`src/rtl/y_phase_sequencer.sv`:
```
// Phase sequencer that grants the shared Y SRAM bus to compute, write and integrate
// in turn, with idle turnaround gaps, iteration counting and per-phase timeouts.
module y_phase_sequencer #(
    parameter int ITER_W      = 8,
    parameter int GAP_CYC     = 1,
    parameter int TIMEOUT_CYC = 1024
) (
    input  logic              clk,
    input  logic              reset,
    input  logic              in_start,
    input  logic [ITER_W-1:0] in_iterLimit,
    input  logic              in_computeDone,
    input  logic              in_writeDone,
    input  logic              in_integrateDone,
    input  logic              in_converged,
    output logic              op_yComputeModuleEnable,
    output logic              op_yWriteModuleEnable,
    output logic              op_integrateModEnable,
    output logic              op_busy,
    output logic              op_done,
    output logic [ITER_W-1:0] op_iterCount,
    output logic              op_timeout
);

    localparam int WAIT_W = (TIMEOUT_CYC > 2) ? $clog2(TIMEOUT_CYC) : 1;
    localparam logic [WAIT_W-1:0] WAIT_LAST = WAIT_W'(TIMEOUT_CYC - 1);
    localparam logic [3:0] GAP_LAST = 4'(GAP_CYC - 1);

    typedef enum logic [2:0] {
        IDLE,
        COMPUTE,
        WRITE,
        INTEGRATE,
        GAP,
        FINISH
    } seqState_t;

    seqState_t         state, stateNxt;
    seqState_t         nextPhase, nextPhaseNxt;
    logic [3:0]        gapCnt, gapCntNxt;
    logic [WAIT_W-1:0] waitCnt, waitCntNxt;
    logic [ITER_W-1:0] iterLimit, iterLimitNxt;
    logic [ITER_W-1:0] iterCountNxt;
    logic [ITER_W-1:0] iterCountInc;
    logic              timeoutNxt;
    logic              waitExpired;

    function automatic logic [ITER_W-1:0] satInc(input logic [ITER_W-1:0] v);
        return (&v) ? v : v + 1'b1;
    endfunction

    assign iterCountInc = satInc(op_iterCount);
    assign waitExpired  = (waitCnt == WAIT_LAST);

    always_comb begin
        stateNxt     = state;
        nextPhaseNxt = nextPhase;
        gapCntNxt    = gapCnt;
        waitCntNxt   = waitCnt + 1'b1;
        iterLimitNxt = iterLimit;
        iterCountNxt = op_iterCount;
        timeoutNxt   = op_timeout;
        case (state)
            IDLE: begin
                waitCntNxt = '0;
                if (in_start) begin
                    iterLimitNxt = (in_iterLimit == '0) ? ITER_W'(1) : in_iterLimit;
                    iterCountNxt = '0;
                    timeoutNxt   = 1'b0;
                    stateNxt     = COMPUTE;
                end
            end
            COMPUTE: begin
                if (in_computeDone) begin
                    stateNxt     = GAP;
                    nextPhaseNxt = WRITE;
                    gapCntNxt    = '0;
                    waitCntNxt   = '0;
                end else if (waitExpired) begin
                    stateNxt   = IDLE;
                    timeoutNxt = 1'b1;
                    waitCntNxt = '0;
                end
            end
            WRITE: begin
                if (in_writeDone) begin
                    stateNxt     = GAP;
                    nextPhaseNxt = INTEGRATE;
                    gapCntNxt    = '0;
                    waitCntNxt   = '0;
                end else if (waitExpired) begin
                    stateNxt   = IDLE;
                    timeoutNxt = 1'b1;
                    waitCntNxt = '0;
                end
            end
            INTEGRATE: begin
                // Convergence is only meaningful alongside the integrate handshake.
                if (in_integrateDone) begin
                    iterCountNxt = iterCountInc;
                    waitCntNxt   = '0;
                    if (in_converged || (iterCountInc == iterLimit)) begin
                        stateNxt = FINISH;
                    end else begin
                        stateNxt     = GAP;
                        nextPhaseNxt = COMPUTE;
                        gapCntNxt    = '0;
                    end
                end else if (waitExpired) begin
                    stateNxt   = IDLE;
                    timeoutNxt = 1'b1;
                    waitCntNxt = '0;
                end
            end
            GAP: begin
                waitCntNxt = '0;
                if (gapCnt == GAP_LAST) begin
                    stateNxt  = nextPhase;
                    gapCntNxt = '0;
                end else begin
                    gapCntNxt = gapCnt + 1'b1;
                end
            end
            FINISH: begin
                waitCntNxt = '0;
                stateNxt   = IDLE;
            end
            default: begin
                waitCntNxt = '0;
                stateNxt   = IDLE;
            end
        endcase
    end

    // Outputs are decoded from the next state so every flag is a flop.
    always_ff @(posedge clk or negedge reset) begin
        if (!reset) begin
            state                   <= IDLE;
            nextPhase               <= IDLE;
            gapCnt                  <= '0;
            waitCnt                 <= '0;
            iterLimit               <= '0;
            op_iterCount            <= '0;
            op_timeout              <= 1'b0;
            op_yComputeModuleEnable <= 1'b0;
            op_yWriteModuleEnable   <= 1'b0;
            op_integrateModEnable   <= 1'b0;
            op_busy                 <= 1'b0;
            op_done                 <= 1'b0;
        end else begin
            state                   <= stateNxt;
            nextPhase               <= nextPhaseNxt;
            gapCnt                  <= gapCntNxt;
            waitCnt                 <= waitCntNxt;
            iterLimit               <= iterLimitNxt;
            op_iterCount            <= iterCountNxt;
            op_timeout              <= timeoutNxt;
            op_yComputeModuleEnable <= (stateNxt == COMPUTE);
            op_yWriteModuleEnable   <= (stateNxt == WRITE);
            op_integrateModEnable   <= (stateNxt == INTEGRATE);
            op_busy                 <= (stateNxt != IDLE);
            op_done                 <= (stateNxt == FINISH);
        end
    end

endmodule

```
`config.mk`:
```
export PLATFORM = sky130hd
export DESIGN_NAME = y_phase_sequencer
export DESIGN_NICKNAME = d
export VERILOG_FILES = /design/src/rtl/y_phase_sequencer.sv
export SDC_FILE = /design/constraint.sdc
export NUM_CORES = 1
export LEC_CHECK = 0
export BUFFER_PORTS_ARGS = -buffer_cell sky130_fd_sc_hd__buf_2
export CAP_MARGIN = 20
export CORE_MARGIN = 1
export CORE_UTILIZATION = 53
export DETAILED_ROUTE_END_ITERATION = 12
export PLACE_DENSITY = 0.76
export SYNTH_ARGS = -nofsm -noshare
export SYNTH_HDL_FRONTEND = slang
export SYNTH_SLANG_ARGS = --single-unit
```
`constraint.sdc`:
```
create_clock -name clk -period 2.2 [get_ports clk]
set_clock_uncertainty 0.15 [all_clocks]
set_input_delay 0.44 -clock clk [delete_from_list [all_inputs] [get_ports clk]]
set_output_delay 0.44 -clock clk [all_outputs]
set_load 0.1 [all_outputs]
```
# ---- After elaboration in Yosys (flattened, before gate mapping)
# Index checks and enable logic that the tools add are counted.
# W data, S select, Z words.
dict set report op_classes {
  n_addsub 3
  n_mul 0
  div 0
  order_cmp 0
  eq_ne 18
  n_shift 0
  muxes 35
  bitwise 0
  n_reduce_logical 15
}
# cell count
set ops {}
lappend ops {{$mux W10} 4}
lappend ops {{$mux W8} 4}
lappend ops {{$mux W3} 10}
lappend ops {{$pmux W10 S3} 1}
lappend ops {{$mux W4} 5}
lappend ops {{$ne A2 B2 Y1 const B} 8}
lappend ops {{$pmux W4 S4} 1}
lappend ops {{$pmux W8 S2} 1}
lappend ops {{$pmux W3 S5} 1}
lappend ops {{$reduce_and A5 Y1} 3}
lappend ops {{$eq A3 B2 Y1 const B} 4}
lappend ops {{$add A10 B1 Y10 const B} 1}
lappend ops {{$eq A10 B10 Y1 const B} 1}
lappend ops {{$pmux W3 S3} 1}
lappend ops {{$add A8 B1 Y8 const B} 1}
lappend ops {{$eq A8 B8 Y1} 1}
lappend ops {{$logic_not A8 Y1} 1}
lappend ops {{$reduce_and A8 Y1} 1}
lappend ops {{$reduce_bool A4 Y1} 2}
lappend ops {{$eq A3 B1 Y1 const B} 2}
lappend ops {{$eq A3 B3 Y1 const B} 2}
lappend ops {{$mux W1} 6}
lappend ops {{$reduce_bool A3 Y1} 2}
lappend ops {{$add A4 B1 Y4 const B} 1}
lappend ops {{other kinds (7)} 7}
dict set report totals {
  regBits 42
  latchBits 0
  ram_bits 0
  romBits 0
  input_bits 15
  out_inout_bits 14
  wordCells 83
  memories 0
}

# ---- Longest topological paths before layout
# Gate-level depths: netlist of run 1.
dict set report logic_depth {
  depth_word 8
  depth_mapped 9
  mapped_depth_nobuf 7
}

# ---- Worst setup path before layout of run 1
# No wires, ideal clock.
dict set report synth_path {
  path_kind {flip-flop to flip-flop}
  from {register op_iterCount[0]}
  to {register gapCnt[1]}
  setup_time_ps 94
  t_arrival_ps 2691
  required_ps 1956
  path_slack_ps -735
  path_stages_with_launch 9
  path_buffers 1
  synth_period_minus_slack_ps 2935
  cell_sequence {dfrtp_1 ha_1 buf_6 nand2b_1 o21bai_1 a311o_1 a221oi_2 nand4_4 a221oi_2}
}
dict set report synth_between {
  elab_chain_len 6
  elab_cells_between_ends 7
  classes_between {1 x add/sub; 2 x eq/ne; 1 x mux; 3 x reduce/logical}
}
# element line_no
set synth_rtl {}
lappend synth_rtl {{start: declaration} 21} ;# output logic [ITER_W-1:0] op_iterCount,
lappend synth_rtl {{start signal: assignment} 156} ;# op_iterCount <= iterCountNxt;
lappend synth_rtl {{$add A8 B1 Y8 or $reduce_and A8 Y1 (tied branches)} 49} ;# return (&v) ? v : v + 1'b1;
lappend synth_rtl {{$mux W8 (*)} 49}
lappend synth_rtl {{$eq A8 B8 Y1 (*)} 102} ;# if (in_converged || (iterCountInc == iterLimit)) begin
lappend synth_rtl {{$logic_or A1 B1 Y1 (*)} 102}
lappend synth_rtl {{$ne A2 B2 Y1 (no source line) (*)} --}
lappend synth_rtl {{$reduce_and A5 Y1 (no source line) (*)} --}
lappend synth_rtl {{end signal: assignment} 153} ;# gapCnt <= gapCntNxt;
lappend synth_rtl {{end: declaration} 40} ;# logic [3:0] gapCnt, gapCntNxt;
# Every way passes the cells marked *; elsewhere a longest branch is shown, timed or not.
# A chain may end at the register's enable or synchronous reset.

# ---- Worst setup path in the final report of run 1
# Same ends and word-level chain as after synthesis.

==> results.json, run 1 <==
{
  "reg2reg_depth": 7,
  "routedWlPerCell_microns": 15.4,
  "cp.arrival_ns": 2.28,
  "io_buffers": 28,
  "drtIter0Drc": 161,
  "p_int_mw": 1.74,
  "gp_congestion": 0.908,
  "fp.dieW_microns": 70.5,
  "syn_nets": 282,
  "slowest_delay_ns": 0.50,
  "cts_buffer_depth": 2,
  "grt_overflow": 0,
  "drc": 6,
  "cts_buffers": 5,
  "grt_util_all_layers": 0.245,
  "hp-class": "in2reg",
  "worstMarginPinSlew_ns": 0.502,
  "n_antenna_cell": 0,
  "ys_warn_count": 0,
  "crit_path_end_kind": "register",
  "ys_seq_elements": 41,
  "multi_input_area_sq_um": 1410,
  "yosysSeqAreaShare": 0.412,
  "grt_max_degree": 22,
  "synth.distinct_cells": 54,
  "clk_pin_slew_ns": 0.09,
  "place_inst": 349,
  "power_switching_mw": 1.38,
  "setup_viol": 2,
  "drive_gt1_frac": 0.333,
  "nNetsFinal": 330,
  "critPathSlowestCell": "dfrtp_4",
  "hold_end": "iterLimit[1]",
  "hpwlAfterDp_mm": 4.07,
  "startpoint_type": "register",
  "worst_slack_ns": -0.0252,
  "synthCells": 263,
  "min_period_over_period": 1.01,
  "ctsRootBufferMaster": "clkbuf_8",
  "p_comb_frac": 0.488,
  "maxSlewViolCount": 0,
  "setup_tns_ns": -0.0311,
  "cp_max_fo": 8,
  "rsz0062_at_grt": "true",
  "cap_viol_max_count": 0,
  "swShare": 0.443,
  "path_cells": "ha_4 -> and4_4 -> a211oi_4 -> xnor2_2 -> a221oi_4 -> nand4_4 -> a221oi_2",
  "grt_pass1_vias": 2044,
  "drtPass1Iterations": 8,
  "chipHeight_microns": 70.5,
  "power_density_nw_per_um2": 1050,
  "pwr-share-seq": 0.356,
  "violations": "DRC, setup timing",
  "num_rows": 24,
  "grt_pass1_wl_mm": 9.60,
  "cp.depth": 7,
  "viasPerCell": 5.80,
  "grt_antenna_before_repair": 0,
  "finalHoldViolations": 0,
  "worst_r2r_endpoint": "gapCnt[1]",
  "die_area_sq_um": 4980,
  "p_leak_nw": 1.28,
  "core_area_sq_um": 4440,
  "critical_path_required_ns": 2.25,
  "clock_latency_ns": 0.30,
  "io_pins": 29,
  "clock-sinks": 41,
  "yosys_most_used_dff": "dfrtp_1",
  "drt-total-wl_mm": 5.59,
  "areaGrowthSynthToFinish_pct": 20.0,
  "min-delay-start": "in_iterLimit[1]",
  "h-tree-depth": 2,
  "synth_area_sq_um": 2490,
  "async_flop_share": 1.00,
  "vias": 2110,
  "cp_top_family": "compound AO/OA/AOI/OAI gates",
  "antenna_left": 0,
  "path_buf_inv": 0,
  "rr_startpoint": "op_iterCount[0]",
  "final_cells": 364,
  "synth-edff-count": 0,
  "min_period_ns": 2.23,
  "status": "finished, violations left",
  "syn_area_per_cell_sq_um": 9.47,
  "start_util": 0.560,
  "clkPwrFrac": 0.156,
  "relSlewSlack": 0.665,
  "path_class": "reg2reg",
  "area.sequential_sq_um": 1040,
  "hold_path_depth": 3,
  "peakVddDrop_mv": 0.781,
  "tritoncts": "built",
  "num-fill-cells": 361,
  "fmaxAchievable_mhz": 449,
  "r2r_slack_ns": -0.03
}
[per-stage QoR]
step                      utilization  hold slack [ns]  total power [mW]  setup WS [ns]  cell area, sq um
final                           0.672            0.222              3.12        -0.0252              2990
after global routing            0.672            0.233              3.32         -0.113              2990
after CTS                       0.665            0.216              3.12        -0.0707              2950
after detailed placement        0.629            0.284              2.60        -0.0624              2800
after global placement          0.629            0.280              2.56         0.0288              2800
after floorplan                     -         -0.00559              2.22         -0.201              2520
[sequential cells by signal, indices dropped and copies added (netlist names)]
register,count
gapCnt,4
op_integrateModEnable,1
op_yComputeModuleEnable,1
op_yWriteModuleEnable,1
state,3
waitCnt,10
op_iterCount,8
op_timeout,1
op_busy,1
op_done,1
nextPhase,2
iterLimit,8
[worst min-delay path: stages]
cell and delay (ns):
buf_2 0.09, nand2_1 0.04, o21ai_0 0.06
[cells in the final DEF, fill, tap and decap left out, types with 7 or more instances in the layout]
cell type	n
buf_4	24
a31oi_1	7
nand3_1	7
buf_2	28
xnor2_1	10
nor2_1	34
inv_1	9
dfrtp_1	33
nand2_1	16
a21oi_1	21
mux2_2	10
[metal layers]
layer	up-vias	GRT usage	part of all wire
li1	1036	-	-
met1	1009	0.374	0.48
met2	61	0.365	0.46
met3	4	0.0342	0.052
met4	0	0.0733	0.0064
met5	-	0	0
[power groups by stage]
stage	clock network, mW	registers [mW]	logic (mW)
final	0.487	1.11	1.52
after global routing	0.533	1.14	1.65
after CTS	0.503	1.11	1.50
after detailed placement	0	1.13	1.47
after global placement	0	1.13	1.44
after floorplan	0	1.32	0.906
[Yosys cell counts, drive strengths merged (2+ instances only)]
library cell	n	area share
o21ai	6	0.012
nand2b	5	0.013
nor3	8	0.018
o31ai	2	0.0060
inv	9	0.014
nor2	34	0.051
nand2	17	0.026
a31oi	7	0.018
o22ai	2	0.0050
clkbuf	4	0.0060
xnor2	11	0.039
xor2	3	0.011
nand4	4	0.019
a21oi	21	0.042
dfrtp	41	0.41
mux2i	5	0.020
and2	5	0.013
a221oi	3	0.023
and3	7	0.018
nand3	10	0.022
a311oi	2	0.0070
nor2b	4	0.010
buf	9	0.029
mux2	10	0.045
a211oi	5	0.019
nor4	4	0.010
nor3b	3	0.011
ha	4	0.020
a22oi	2	0.0060
[area by class of cell]
type                    instances  share of cell area
flip-flops and latches         41               0.348
multi-input cells             200               0.472
well taps                      52              0.0218
repair buffers                 54               0.117
inverters                       9              0.0113
clock buffers                   5              0.0230
clock inverters                 3             0.00586
[cell families (layout without fill, tap and decap cells)]
logic type / Yosys count / in the layout / share of synthesized area
xor+xnor: 14 / 14 / 0.0492
mux: 15 / 15 / 0.0653
buf+inv: 22 / 71 / 0.0487
simple gates: 109 / 109 / 0.236
fa+ha+maj: 4 / 4 / 0.0201
compound gates: 58 / 58 / 0.168
flops: 41 / 41 / 0.412
[timing repair]
action,in CTS,in global routing
resized for setup,3,8
hold endpoints to repair,20,0
pin swaps,6,6
buffers inserted,6,0
hold buffers,1,0
endpoints found under the setup margin,7,12
[worst max-delay path by stage]
stage	endpoint	startpoint	slack [ns]
after global routing	gapCnt[1]	op_iterCount[0]	-0.11
after floorplan	gapCnt[1]	op_iterCount[0]	-0.20
final	gapCnt[1]	op_iterCount[0]	-0.03
after global placement	gapCnt[1]	op_iterCount[0]	0.03
after CTS	gapCnt[1]	op_iterCount[0]	-0.07
after detailed placement	gapCnt[1]	op_iterCount[1]	-0.06
Power figures use the tool's default switching activity.
==> run 2: changes to the inputs <==
Settings changed: BUFFER_PORTS_ARGS -buffer_cell sky130_fd_sc_hd__buf_2 to not set, CORE_UTILIZATION 53 to 57, DONT_BUFFER_PORTS set to 1, PLACE_DENSITY 0.76 to 0.75.
==> results.json, run 2 (synthesis gave the netlist of run 1 again) <==
{
  "most-common-layout-cells": "buf_4, nor2_1, dfrtp_1, a21oi_1, nand2_1",
  "hpwlAfterDp_mm": 4.16,
  "setup_viol": 1,
  "areaGrowthSynthToFinish_pct": 18.6,
  "finalHoldViolations": 0,
  "grt_util_all_layers": 0.275,
  "hold_ws_ns": 0.121,
  "path_cells": "ha_4 -> nand2b_4 -> a311o_1 -> a221oi_2 -> nand4_4 -> a221oi_2",
  "hp-class": "in2reg",
  "cts_buffer_depth": 2,
  "drive_gt1_frac": 0.304,
  "p_leak_nw": 1.24,
  "power_density_nw_per_um2": 1070,
  "io_buffers": 0,
  "largest_reg_flops": 10,
  "worstMarginPinSlew_ns": 0.427,
  "die_area_sq_um": 4640,
  "drtPass1Iterations": 5,
  "fmaxAchievable_mhz": 452,
  "grt_pass1_vias": 2048,
  "cap_viol_max_count": 0,
  "h-tree-depth": 2,
  "cts_buffers": 5,
  "io_pins": 29,
  "min_period_over_period": 1.01,
  "num_rows": 23,
  "crit_top_cell": "a221oi_2",
  "hold_path_depth": 2,
  "relSlewSlack": 0.714,
  "rr_startpoint": "op_iterCount[0]",
  "cp_max_fo": 8,
  "clk_pin_slew_ns": 0.08,
  "drtIter0Drc": 159,
  "clock_latency_ns": 0.30,
  "place_inst": 334,
  "critical_path_required_ns": 2.26,
  "path_class": "reg2reg",
  "place_ws_ns": 0.0145,
  "critPathSlowestCell": "dfrtp_4",
  "peakVddDrop_mv": 0.614,
  "rsz0062_at_grt": "true",
  "grt_antenna_before_repair": 0,
  "fp.dieW_microns": 68.1,
  "tritoncts": "built",
  "nNetsFinal": 314,
  "cp.depth": 6,
  "worst_slack_ns": -0.0129,
  "drc": 0,
  "final_cells": 346,
  "grt_overflow": 0,
  "violations": "setup timing",
  "min-delay-start": "in_iterLimit[1]",
  "crit_path_end_kind": "register",
  "cp.arrival_ns": 2.27,
  "vias": 2103,
  "reg2reg_depth": 6,
  "largest-register": "waitCnt",
  "num-fill-cells": 322,
  "min_period_ns": 2.21,
  "grt_max_degree": 42,
  "cp_top_family": "compound AO/OA/AOI/OAI gates",
  "total_power_mw": 3.17,
  "chipHeight_microns": 68.1,
  "maxSlewViolCount": 0,
  "slowest_delay_ns": 0.50,
  "clock-sinks": 41,
  "viasPerCell": 6.08,
  "drt-total-wl_mm": 5.71,
  "gp_congestion": 0.963,
  "final_common_cell": "buf_4",
  "status": "finished, violations left",
  "ctsRootBufferMaster": "clkbuf_8",
  "core_area_sq_um": 4090,
  "startpoint_type": "register",
  "reg_top3": "waitCnt x10, iterLimit x8, op_iterCount x8",
  "start_util": 0.609,
  "critPathLaunch": "op_iterCount[0]",
  "n_antenna_cell": 0,
  "path_buf_inv": 0,
  "grt_pass1_wl_mm": 9.35,
  "antenna_left": 0,
  "routedWlPerCell_microns": 16.5
}
==> run 2: what timing repair did <==
item,4_1_cts,5_1_grt
pin swaps,0,10
resized for setup,1,13
hold endpoints to repair,41,0
hold buffers,2,0
setup buffers,0,2
endpoints found under the setup margin,2,14
cloned,0,0
==> run 2: report_power, final <==
| group | switching (mW) | internal, mW | total [mW] |
|---|---|---|---|
| clock | 0.272 | 0.219 | 0.491 |
| combinational | 0.929 | 0.621 | 1.55 |
| sequential | 0.203 | 0.926 | 1.13 |
==> run 2: per-stage QoR <==
stage	area (sq um)	utilization	setup TNS, ns
after global placement	2750	0.674	0
after CTS	2880	0.704	-0.0140
after detailed placement	2750	0.674	0
after global routing	2950	0.723	-0.864
after floorplan	2520	-	-1.23
final	2950	0.723	-0.0129
==> run 2: final cells by class <==
cell class	instances	area [sq um]	area share
Tap cell	50	62.6	0.0212
Sequential cell	41	1040	0.352
Clock buffer	5	68.8	0.0233
Timing Repair Buffer	38	298	0.101
Multi-Input combinational cell	200	1430	0.485
Clock inverter	3	17.5	0.00593
Inverter	9	33.8	0.0114
==> run 2: worst register-to-register path: stages, from the launching register on <==
cell and delay, ns:
dfrtp_4 0.50, ha_4 0.20, nand2b_4 0.14, a311o_1 0.33, a221oi_2 0.31, nand4_4 0.21, a221oi_2 0.28
==> run 2: worst paths after layout <==
kind                       slack, ns         endpoint
min in group asynchronous       0.44       waitCnt[9]
min reg2reg                     0.34       waitCnt[0]
max reg2reg                    -0.01        gapCnt[1]
min                             0.12     iterLimit[1]
max in group asynchronous       1.22  op_iterCount[0]
max                            -0.01        gapCnt[1]
==> run 2: routing by layer <==
metal  vias to the layer above  global-route usage  wire, microns
met3                         9              0.0650            379
met1                      1011               0.364           2530
met4                         0              0.0964             82
met2                        71               0.439           2720
li1                       1012                   -              -
met5                         -                   0              0
==> run 3: changes to the inputs <==
Settings changed: ABC_AREA set to 1, CORE_ASPECT_RATIO set to 0.5, CORE_UTILIZATION 57 to 56, PLACE_DENSITY 0.75 to 0.74.
==> results.json, run 3 <==
{
  "r2r_slack_ns": 0.04,
  "antenna_left": 0,
  "cts_buffer_depth": 2,
  "core_area_sq_um": 3620,
  "synth.area.top_cells": "dfrtp_1, nand2_1, inv_1",
  "ctsRootBufferMaster": "clkbuf_8",
  "cp.arrival_ns": 2.23,
  "vias": 1953,
  "io_pins": 29,
  "grt_overflow": 0,
  "place_inst": 363,
  "tritoncts": "built",
  "chipHeight_microns": 46.6,
  "largest-register": "waitCnt",
  "drive_gt1_frac": 0.187,
  "syn_area_per_cell_sq_um": 7.53,
  "die_area_sq_um": 4250,
  "grt_util_all_layers": 0.235,
  "status": "completed",
  "min_period_over_period": 0.980,
  "drtIter0Drc": 62,
  "final_common_cell": "nand2_1",
  "rsz0062_at_grt": "true",
  "synth.distinct_cells": 33,
  "viasPerCell": 5.18,
  "syn_nets": 315,
  "synth_most_common_cell": "nand2_1",
  "cp_max_fo": 7,
  "startpoint_type": "register",
  "grt_pass1_vias": 1690,
  "relSlewSlack": 0.580,
  "synth-edff-count": 0,
  "h-tree-depth": 2,
  "power_switching_mw": 1.11,
  "worst_r2r_endpoint": "op_yComputeModuleEnable",
  "fmaxAchievable_mhz": 464,
  "reg_top3": "waitCnt x10, iterLimit x8, op_iterCount x8",
  "wl_met2_mm": 2.31,
  "grt_max_degree": 42,
  "yosys.area.top_type": "dfrtp_1",
  "total_power_mw": 2.68,
  "synth_area_sq_um": 2230,
  "num-fill-cells": 300,
  "drc": 0,
  "yosysSeqAreaShare": 0.460,
  "pwr-share-seq": 0.378,
  "drtPass1Iterations": 4,
  "hp-class": "in2reg",
  "cts_buffers": 5,
  "crit_path_end_kind": "register",
  "async_flop_share": 1.00,
  "ys_seq_elements": 41,
  "top_layer": "met4",
  "finalHoldViolations": 0,
  "hpwlAfterDp_mm": 3.43,
  "maxSlewViolCount": 0,
  "cap_viol_max_count": 0,
  "critical_path_required_ns": 2.27,
  "path_class": "reg2reg",
  "fp.dieW_microns": 91.2,
  "clkPwrFrac": 0.217,
  "rr_startpoint": "op_iterCount[1]",
  "areaGrowthSynthToFinish_pct": 18.6,
  "drt-met1-wl_mm": 2.20,
  "route.met3.wl_microns": 195,
  "n_antenna_cell": 0,
  "grt_pass1_wl_mm": 7.44,
  "grt_antenna_before_repair": 0,
  "drt-total-wl_mm": 4.72,
  "hold_end": "iterLimit[7]",
  "p_int_mw": 1.57,
  "power_density_nw_per_um2": 1020,
  "clock_latency_ns": 0.28,
  "p_comb_frac": 0.405,
  "yosys_most_used_dff": "dfrtp_1",
  "nNetsFinal": 345,
  "clk_pin_slew_ns": 0.08,
  "clock-sinks": 41,
  "setup_viol": 0,
  "worstMarginPinSlew_ns": 0.623,
  "most-common-layout-cells": "nand2_1, inv_1, nor2_1, dfrtp_1, nand3_1",
  "p_leak_nw": 1.31,
  "synthTopCellsByCount": "nand2_1, dfrtp_1, inv_1",
  "start_util": 0.615,
  "gp_congestion": 0.894,
  "reg2reg_depth": 16,
  "routedWlPerCell_microns": 12.5,
  "swShare": 0.414,
  "ys_warn_count": 0,
  "min_period_ns": 2.16,
  "synthCells": 296,
  "num_rows": 15,
  "peakVddDrop_mv": 0.455,
  "final_cells": 377,
  "largest_reg_flops": 10,
  "hold_path_depth": 2,
  "min-delay-start": "in_iterLimit[7]",
  "synth_top_area_frac": 0.460,
  "io_buffers": 0
}
-- run 3: kinds of logic after synthesis --
logic type	share of synthesized area
simple gates	0.349
buf+inv	0.0842
xor+xnor	0.0197
flops	0.460
fa+ha+maj	0.0225
compound gates	0.0640
-- run 3: critical path, cell delays in order (launching register included) --
cell,delay (ns)
dfrtp_4,0.45
ha_4,0.15
nand2_2,0.07
nor2_4,0.19
nand2_4,0.10
buf_6,0.15
nand2_2,0.08
inv_2,0.04
nand2_1,0.05
nand2_1,0.04
nor2_1,0.11
nand3_1,0.11
nand2_2,0.11
nand2_2,0.08
nand2_4,0.08
nand2_1,0.05
nor2_1,0.09
-- run 3: stage by stage --
step	utilization	hold WS [ns]	instance area, sq um	TNS, ns	worst slack, ns
finish	0.730	0.125	2640	0	0.0432
global route	0.730	0.134	2640	-0.710	-0.0916
CTS	0.713	0.119	2580	0	0.0389
detailed placement	0.674	-0.00472	2440	0	0.00593
global placement	0.674	-0.00457	2440	0	0.112
floorplan	-	-0.00559	2260	0	0.0335
-- run 3: power groups by stage --
stage	combinational (mW)	clock [mW]	sequential, mW
6_report	1.09	0.583	1.01
5_1_grt	1.21	0.626	1.04
4_1_cts	1.05	0.593	1.01
3_5_place_dp	1.02	0	1.03
3_3_place_gp	1.00	0	1.02
2_1_floorplan	0.573	0	1.23
-- run 3: worst max path at each step --
stage | start | end | slack, ns | cells after the start
floorplan | op_iterCount[0] | gapCnt[2] | 0.03 | 15
global placement | op_iterCount[1] | op_yComputeModuleEnable | 0.11 | 14
detailed placement | op_iterCount[1] | gapCnt[1] | 0.006 | 16
CTS | op_iterCount[1] | gapCnt[1] | 0.04 | 16
global route | op_iterCount[1] | op_yComputeModuleEnable | -0.09 | 16
finish | op_iterCount[1] | op_yComputeModuleEnable | 0.04 | 16
-- run 3: final cells by class --
cell class                      count  area, sq um  share of cell area
Clock buffer                        5         68.8              0.0260
Clock inverter                      2         35.0              0.0133
Inverter                           44          165              0.0625
Multi-Input combinational cell    208         1050               0.398
Sequential cell                    41         1040               0.395
Tap cell                           51         63.8              0.0241
Timing Repair Buffer               26          214              0.0809
-- run 3: timing repair --
item                                   in CTS  in global routing
setup buffers                               0                  5
hold buffers                                2                  0
pin swaps                                   0                  4
resized for setup                           1                  8
setup endpoints to repair                   7                 11
endpoints found under the hold margin      41                  0
-- run 3: metal layers --
metal  vias to the layer above  global-route usage
met1                       911               0.305
met3                         2              0.0545
met5                         -                   0
met2                        45               0.412
met4                         0              0.0603
li1                        995                   -
